--- src/rtl/bias_stream_ctrl_pkg.sv ---
// Shared types and constants for the bias ROM streaming controller.
// Holds the FSM encoding and the skid-buffer sizing used by the top and the FIFO.
package bias_stream_ctrl_pkg;

  typedef enum logic [1:0] {
    ST_IDLE  = 2'd0,
    ST_RUN   = 2'd1,
    ST_DRAIN = 2'd2,
    ST_DONE  = 2'd3
  } state_e;

  localparam int FIFO_DEPTH = 2;
  localparam int OCC_WIDTH  = 2;

  typedef logic [OCC_WIDTH-1:0] occ_t;

  // A one-entry table still needs a one-bit address port.
  function automatic int addr_width(input int depth);
    return (depth > 1) ? $clog2(depth) : 1;
  endfunction

endpackage

--- src/rtl/bias_skid_fifo.sv ---
// Two-entry skid buffer between the bias ROM read data and the output stream.
// Push and pop may coincide; the head entry is presented combinationally.
module bias_skid_fifo
  import bias_stream_ctrl_pkg::*;
#(
  parameter int DATA_WIDTH = 16
) (
  input  logic                  clk,
  input  logic                  rst_n,
  input  logic                  push,
  input  logic [DATA_WIDTH-1:0] push_data,
  input  logic                  pop,
  output occ_t                  occ,
  output logic [DATA_WIDTH-1:0] head
);

  logic [DATA_WIDTH-1:0] mem [FIFO_DEPTH];
  logic                  wr_ptr;
  logic                  rd_ptr;

  // NOTE: state registers use non-blocking assignments so every flop samples
  // pre-edge values regardless of statement order.
  always_ff @(posedge clk or negedge rst_n) begin
    if (!rst_n) begin
      // NOTE: the two storage words are reset because the head drives the
      // stream data port, which must read zero out of reset.
      mem[0] <= '0;
      mem[1] <= '0;
      wr_ptr <= 1'b0;
      rd_ptr <= 1'b0;
      occ    <= '0;
    end else begin
      if (push) begin
        mem[wr_ptr] <= push_data;
        wr_ptr      <= ~wr_ptr;
      end
      if (pop) begin
        rd_ptr <= ~rd_ptr;
      end
      case ({push, pop})
        2'b10:   occ <= occ + 1'b1;
        2'b01:   occ <= occ - 1'b1;
        default: occ <= occ;
      endcase
    end
  end

  assign head = mem[rd_ptr];

  // The credit rule upstream must make this unreachable.
  push_to_full: assert property (@(posedge clk) disable iff (!rst_n)
    !(push && (occ == occ_t'(FIFO_DEPTH))));

endmodule

--- src/rtl/bias_stream_ctrl.sv ---
// Sequences a layer's bias ROM and streams each word onto an ap_fifo output,
// repeating the whole table reps_i times with credit-based read control.
module bias_stream_ctrl
  import bias_stream_ctrl_pkg::*;
#(
  parameter int  MEM_SIZE   = 4,
  parameter int  DATA_WIDTH = 16,
  parameter int  REP_WIDTH  = 16,
  localparam int AW         = addr_width(MEM_SIZE)
) (
  input  logic                  ap_clk,
  input  logic                  ap_rst_n,
  input  logic                  ap_start,
  input  logic [REP_WIDTH-1:0]  reps_i,
  output logic                  ap_idle,
  output logic                  ap_done,
  output logic                  ap_ready,
  output logic [AW-1:0]         bias_address,
  output logic                  bias_ce,
  input  logic [DATA_WIDTH-1:0] bias_q,
  output logic [DATA_WIDTH-1:0] output_V_din,
  input  logic                  output_V_full_n,
  output logic                  output_V_write
);

  state_e                 state_q, state_d;
  logic [AW-1:0]          addr_q;
  logic [REP_WIDTH-1:0]   rep_q;
  logic [REP_WIDTH-1:0]   reps_last_q;
  logic                   inflight_q;
  occ_t                   occ;
  logic [DATA_WIDTH-1:0]  head;
  logic                   pop;
  logic                   last_read;
  logic                   start_run;

  bias_skid_fifo #(.DATA_WIDTH(DATA_WIDTH)) u_fifo (
    .clk       (ap_clk),
    .rst_n     (ap_rst_n),
    .push      (inflight_q),
    .push_data (bias_q),
    .pop       (pop),
    .occ       (occ),
    .head      (head)
  );

  assign pop            = (occ != '0) && output_V_full_n;
  assign output_V_write = pop;
  assign output_V_din   = head;

  assign ap_idle      = (state_q == ST_IDLE);
  assign ap_done      = (state_q == ST_DONE);
  assign ap_ready     = ap_done;
  assign bias_address = addr_q;

  assign start_run = ap_idle && ap_start && (reps_i != '0);
  assign last_read = (addr_q == AW'(MEM_SIZE - 1)) && (rep_q == reps_last_q);

  // Buffered plus in-flight words, net of this cycle's pop, must stay below two.
  assign bias_ce = (state_q == ST_RUN) &&
                   ((3'(occ) + 3'(inflight_q)) < (3'd2 + 3'(pop)));

  always_comb begin
    // NOTE: default first so no path leaves state_d unassigned (no latch).
    state_d = state_q;
    case (state_q)
      ST_IDLE:  if (ap_start) state_d = (reps_i == '0) ? ST_DONE : ST_RUN;
      ST_RUN:   if (bias_ce && last_read) state_d = ST_DRAIN;
      // Leave once the buffer empties at this edge with nothing left to land.
      ST_DRAIN: if (!inflight_q && (occ == occ_t'(pop))) state_d = ST_DONE;
      ST_DONE:  state_d = ST_IDLE;
      default:  state_d = ST_IDLE;
    endcase
  end

  always_ff @(posedge ap_clk or negedge ap_rst_n) begin
    if (!ap_rst_n) begin
      state_q     <= ST_IDLE;
      addr_q      <= '0;
      rep_q       <= '0;
      reps_last_q <= '0;
      inflight_q  <= 1'b0;
    end else begin
      state_q    <= state_d;
      inflight_q <= bias_ce;
      if (start_run) begin
        addr_q      <= '0;
        rep_q       <= '0;
        reps_last_q <= reps_i - REP_WIDTH'(1);
      end else if (bias_ce) begin
        if (addr_q == AW'(MEM_SIZE - 1)) begin
          addr_q <= '0;
          rep_q  <= rep_q + 1'b1;
        end else begin
          addr_q <= addr_q + 1'b1;
        end
      end
    end
  end

endmodule

--- config.mk ---
export PLATFORM = sky130hd
export DESIGN_NAME = bias_stream_ctrl
export DESIGN_NICKNAME = d
export VERILOG_FILES = /design/src/rtl/bias_stream_ctrl_pkg.sv /design/src/rtl/bias_skid_fifo.sv /design/src/rtl/bias_stream_ctrl.sv
export SDC_FILE = /design/constraint.sdc
export NUM_CORES = 1
export LEC_CHECK = 0
export BUFFER_PORTS_ARGS = -buffer_cell sky130_fd_sc_hd__buf_2
export CORE_ASPECT_RATIO = 0.75
export CORE_UTILIZATION = 45
export DETAILED_ROUTE_END_ITERATION = 10
export PLACE_DENSITY_LB_ADDON = 0.08
export SKIP_LAST_GASP = 1
export SYNTH_ARGS = -nofsm -noshare
export SYNTH_HDL_FRONTEND = slang
export SYNTH_SLANG_ARGS = --single-unit
export TNS_END_PERCENT = 10
--- constraint.sdc ---
create_clock -name ap_clk -period 6.3 [get_ports ap_clk]
set_input_delay 1.26 -clock ap_clk [delete_from_list [all_inputs] [get_ports ap_clk]]
set_output_delay 1.26 -clock ap_clk [all_outputs]
set_load 0.005 [all_outputs]
# After elaboration in Yosys (flattened, before gate mapping)
# Index checks and enable logic that the tools add are counted.
dict set report totals {
  out_inout_bits 23
  wordCells 72
  inputBits 36
  register_bits 73
}
dict set report classes {
  n_bitwise 4
  add_sub_neg 7
  n_reduce_logical 18
  magnitude_cmp 4
  mux 18
  eq_ne 11
}
# cell count
set ops {}
lappend ops {{2-to-1 mux 16 bit} 7}
lappend ops {{bitwise mux 32 bit} 1}
lappend ops {{adder 16 x 1 -> 16 bit (second input constant)} 1}
lappend ops {{demux 16 bit (select 1 bit)} 1}
lappend ops {{equality test 16 bit} 1}
lappend ops {{logical NOT 16 bit} 1}
lappend ops {{nonzero test 16 bit} 1}
lappend ops {{subtractor 16 x 1 -> 16 bit (second input constant)} 1}
lappend ops {{2-to-1 mux 2 bit} 7}
lappend ops {{equality test 2 bit (second input constant)} 4}
lappend ops {{logical AND 1 bit} 8}
lappend ops {{one-hot mux 2 bit (4 select lines)} 1}
lappend ops {{nonzero test 2 bit} 4}
lappend ops {{adder 2 x 1 -> 2 bit (second input constant)} 2}
lappend ops {{equality test 2 x 1 -> 1 bit (second input constant)} 2}
lappend ops {{>= comparator 2 bit (second input constant)} 2}
lappend ops {{!= test 2 bit (second input constant)} 2}
lappend ops {{NOT 1 -> 2 bit} 2}
lappend ops {{one-hot mux 2 bit (2 select lines)} 1}
lappend ops {{adder 2 x 1 -> 3 bit} 1}
lappend ops {{adder 2 x 1 -> 3 bit (first input constant)} 1}
lappend ops {{less-than comparator 3 bit} 1}
lappend ops {{AND reduction 3 bit} 1}
lappend ops {{equality test 2 x 1 -> 1 bit} 1}
lappend ops {{7 further kinds} 8}

# Logic depth before layout (Yosys ltp)
dict set report depth {
  ltp_word 8
  mapped_depth 8
  ltp_nobuf 7
}

# Cells and area by module
# From an unflattened synthesis, not the netlist that was laid out.
dict set report hier_totals {
  cells_unflattened 350
  hier_area_um2 3858.7
}
# module cells_each seq_area_each_um2 area_each_um2 instances
set modules_own_cells {}
lappend modules_own_cells {bias_stream_ctrl 252 925.9 2303.5 1}
lappend modules_own_cells {bias_skid_fifo 98 900.9 1555.2 1}

# Worst setup path after synthesis
# Ideal clock, no wire load.
dict set report synth_path {
  kind {in2out}
  start {input port output_V_full_n}
  end {output port bias_ce}
  arrival_time_ns 1.823
  cell_stages 4
  path_buffers 0
  path_slack_ns 3.217
  t_required_ns 5.040
  path_cell_list {o21ai_2 o21ai_1 nand2_1 inv_1}
}
dict set report synth_via {
  elab_chain_cells 4
}
# element line
set synth_rtl {}
lappend synth_rtl {{start, declared} bias_stream_ctrl.sv:22} ;# input logic output_V_full_n,
lappend synth_rtl {{logical AND 1 bit} bias_stream_ctrl.sv:47} ;# assign pop = (occ != '0) && output_V_full_n;
lappend synth_rtl {{adder 2 x 1 -> 3 bit} bias_stream_ctrl.sv:61} ;# ((3'(occ) + 3'(inflight_q)) < (3'd2 + 3'(pop)));
lappend synth_rtl {{less-than comparator 3 bit} bias_stream_ctrl.sv:61}
lappend synth_rtl {{logical AND 1 bit} bias_stream_ctrl.sv:60} ;# assign bias_ce = (state_q == ST_RUN) &&
lappend synth_rtl {{end, declared} bias_stream_ctrl.sv:19} ;# output logic bias_ce,
# Every way passes these cells.

# Worst setup path after layout
# Same ends and word-level chain as after synthesis.

==> flow_metrics.tcl <==
set metrics [dict create \
    status "complete, no violations" \
    power.total_uw 2060 \
    place.detailed.hpwl_um 5300 \
    track_usage_pct 18.8 \
    fin_skew_ns 0.00327 \
    grt_pass1_vias 2656 \
    route.met2.wl_um 3420 \
    crit_required_ns 5.04 \
    leakage_uw 0.00209 \
    placed_cells 500 \
    crit_type "in -> out" \
    fin_cells 516 \
    fin_nets 453 \
    die_w_um 108 \
    finalCritPeriodShare_pct 61.9 \
    cts_buffers 9 \
    top_layer "met4" \
    grt_pass1_wl_um 12500 \
    clk_latency_ns 0.33 \
    setup-violations-final 0 \
    yosys-top-cells-area "dfrtp_1, mux2_2, xor2_1, nor2_1, ha_1" \
    worst_slew_pin_slew_ns 0.928 \
    pin_count 59 \
    grt_max_degree 74 \
    syn_area_um2 3820 \
    synth_top_cells_by_count "dfrtp_1, mux2_2, xor2_1" \
    row_count 28 \
    ant_nets 0 \
    cts.sinks 73 \
    critPathArrivalTime_ns 2.64 \
    ys_ff_latch 73 \
    cts_tree "done" \
    endpoint_kind "primary output" \
    wire_per_inst_um 14.7 \
    synth_top_area_cell "dfrtp_1" \
    drt-pass1-iter-count 4 \
    dpl_worst_slack_ns 2.38 \
    gp_congestion 0.774 \
    drc 0 \
    overflow 0 \
    seq_area_frac_synth_pct 47.8 \
    syn_nets 394 \
    drt-initial-drc-count 90 \
    wl_met3_um 326 \
    cts_setup_buffers 0 \
    start_kind "input pin" \
    via_per_inst 5.25 \
    cts_resized 0 \
    clk_pin_slew_ns 0.05 \
    synth_cell_types 42 \
    synth.most_common_cell "dfrtp_1" \
    start_util_pct 47.4 \
    io_buffers 58 \
    wl_met1_um 3780 \
    fp.dieH_um 81.8 \
    ys.flop_type "dfrtp_1" \
    relSlewSlack_pct 37.7 \
    cts_hold_buf 0 \
    irDropWorstVdd_uv 258 \
    core_area_um2 8060 \
    htree_levels 3 \
    path_max_fanout 15 \
    vias 2709 \
    synth_edf_count 0 \
    tns_ns 0 \
    drv_slew 0 \
    syn_avg_cell_area_um2 11.0 \
    synthCells 347 \
    drive_gt1_share_pct 33.3 \
    hold_class "reg -> reg" \
    setup_slack_ns 2.40 \
    yosys.area.top_type_share_pct 47.8 \
    clockBufferDepth 2 \
    fmax_mhz 257 \
    rsz0062_at_grt "no" \
    p_per_area_nw_per_um2 454 \
    yosys_warnings 0 \
    min_period_ns 3.90 \
    antenna_cells 0 \
    syn_to_final_growth_pct 19.1 \
    antenna_found_initial 0 \
    drv_cap 0 \
    wirelength_um 7590 \
    hold_viol_final 0 \
    async_flop_share_pct 100 \
    cts_root_buf "clkbuf_16" \
    die_area_um2 8860 \
]
-- cells by family after synthesis --
kind of cell    after synthesis  share of synthesized area, %
simple gates                117                          16.2
mux                          50                          14.7
fa+ha+maj                    11                          3.60
buf+inv                      22                          2.46
flops                        73                          47.8
xor+xnor                     49                          11.2
compound gates               25                          3.96
-- final cells by class --
type,count,area [um^2]
fillers,708,3510
multi-input cells,252,1910
flip-flops and latches,73,1830
repair buffers,61,313
clock buffers,11,253
well taps,105,131
clock inverters,5,77.6
inverters,9,33.8
-- placed cells by master, fill, tap and decap left out, drive strengths merged, types with 2 or more instances in the layout --
cell type	instances
dfrtp	73
buf	61
mux2	49
xor2	38
nor2	38
nand2	18
a21oi	16
nand3	12
xnor2	11
ha	11
clkbuf	11
inv	9
nand4	9
nor4	9
nor3	7
and2	5
and3	4
and2b	4
or3	3
and4	2
bufinv	2
clkinv	2
o21ai	2
or4	2
a31oi	2
-- layer usage --
layer / vias up / track usage (%)
met4: 0 / 4.86
met2: 47 / 28.7
met1: 1328 / 25.6
met3: 8 / 6.51
li1: 1326 / -
met5: - / 0
-- where the power goes --
group | internal (uW) | switching (uW)
clock network | 366 | 188
registers | 658 | 136
logic | 395 | 321
-- flip-flops by register name, indices dropped and copies added, names as in the netlist --
name / count
u_fifo.mem: 32
u_fifo.wr_ptr: 1
reps_last_q: 16
inflight_q: 1
bias_address: 2
rep_q: 16
u_fifo.occ: 2
u_fifo.rd_ptr: 1
state_q: 2
-- critical path, cell delays in order --
cell	delay, ns
buf_2	0.10
o21ai_2	0.08
o21ai_1	0.73
nand2_1	0.23
inv_1	0.13
buf_2	0.12
-- per-stage QoR --
stage	utilization, %	hold slack [ns]	area [um^2]
global route	56.4	0.512	4550
finish	56.4	0.494	4550
floorplan	-	0.463	3820
global placement	52.3	0.479	4220
detailed placement	52.3	0.488	4220
CTS	56.4	0.497	4550
-- final timing paths --
kind | from | endpoint | slack, ns | cells after the start
max reg2reg | inflight_q | state_q[1] | 3.73 | 5
min in group asynchronous | ap_rst_n | u_fifo.occ[0] | 1.13 | 2
max in group asynchronous | ap_rst_n | reps_last_q[9] | 4.56 | 2
min reg2reg | u_fifo.wr_ptr | u_fifo.wr_ptr | 0.49 | 1
min | u_fifo.wr_ptr | u_fifo.wr_ptr | 0.49 | 1
max | output_V_full_n | bias_ce | 2.40 | 6
No activity file was read; power rests on OpenSTA's default activity.
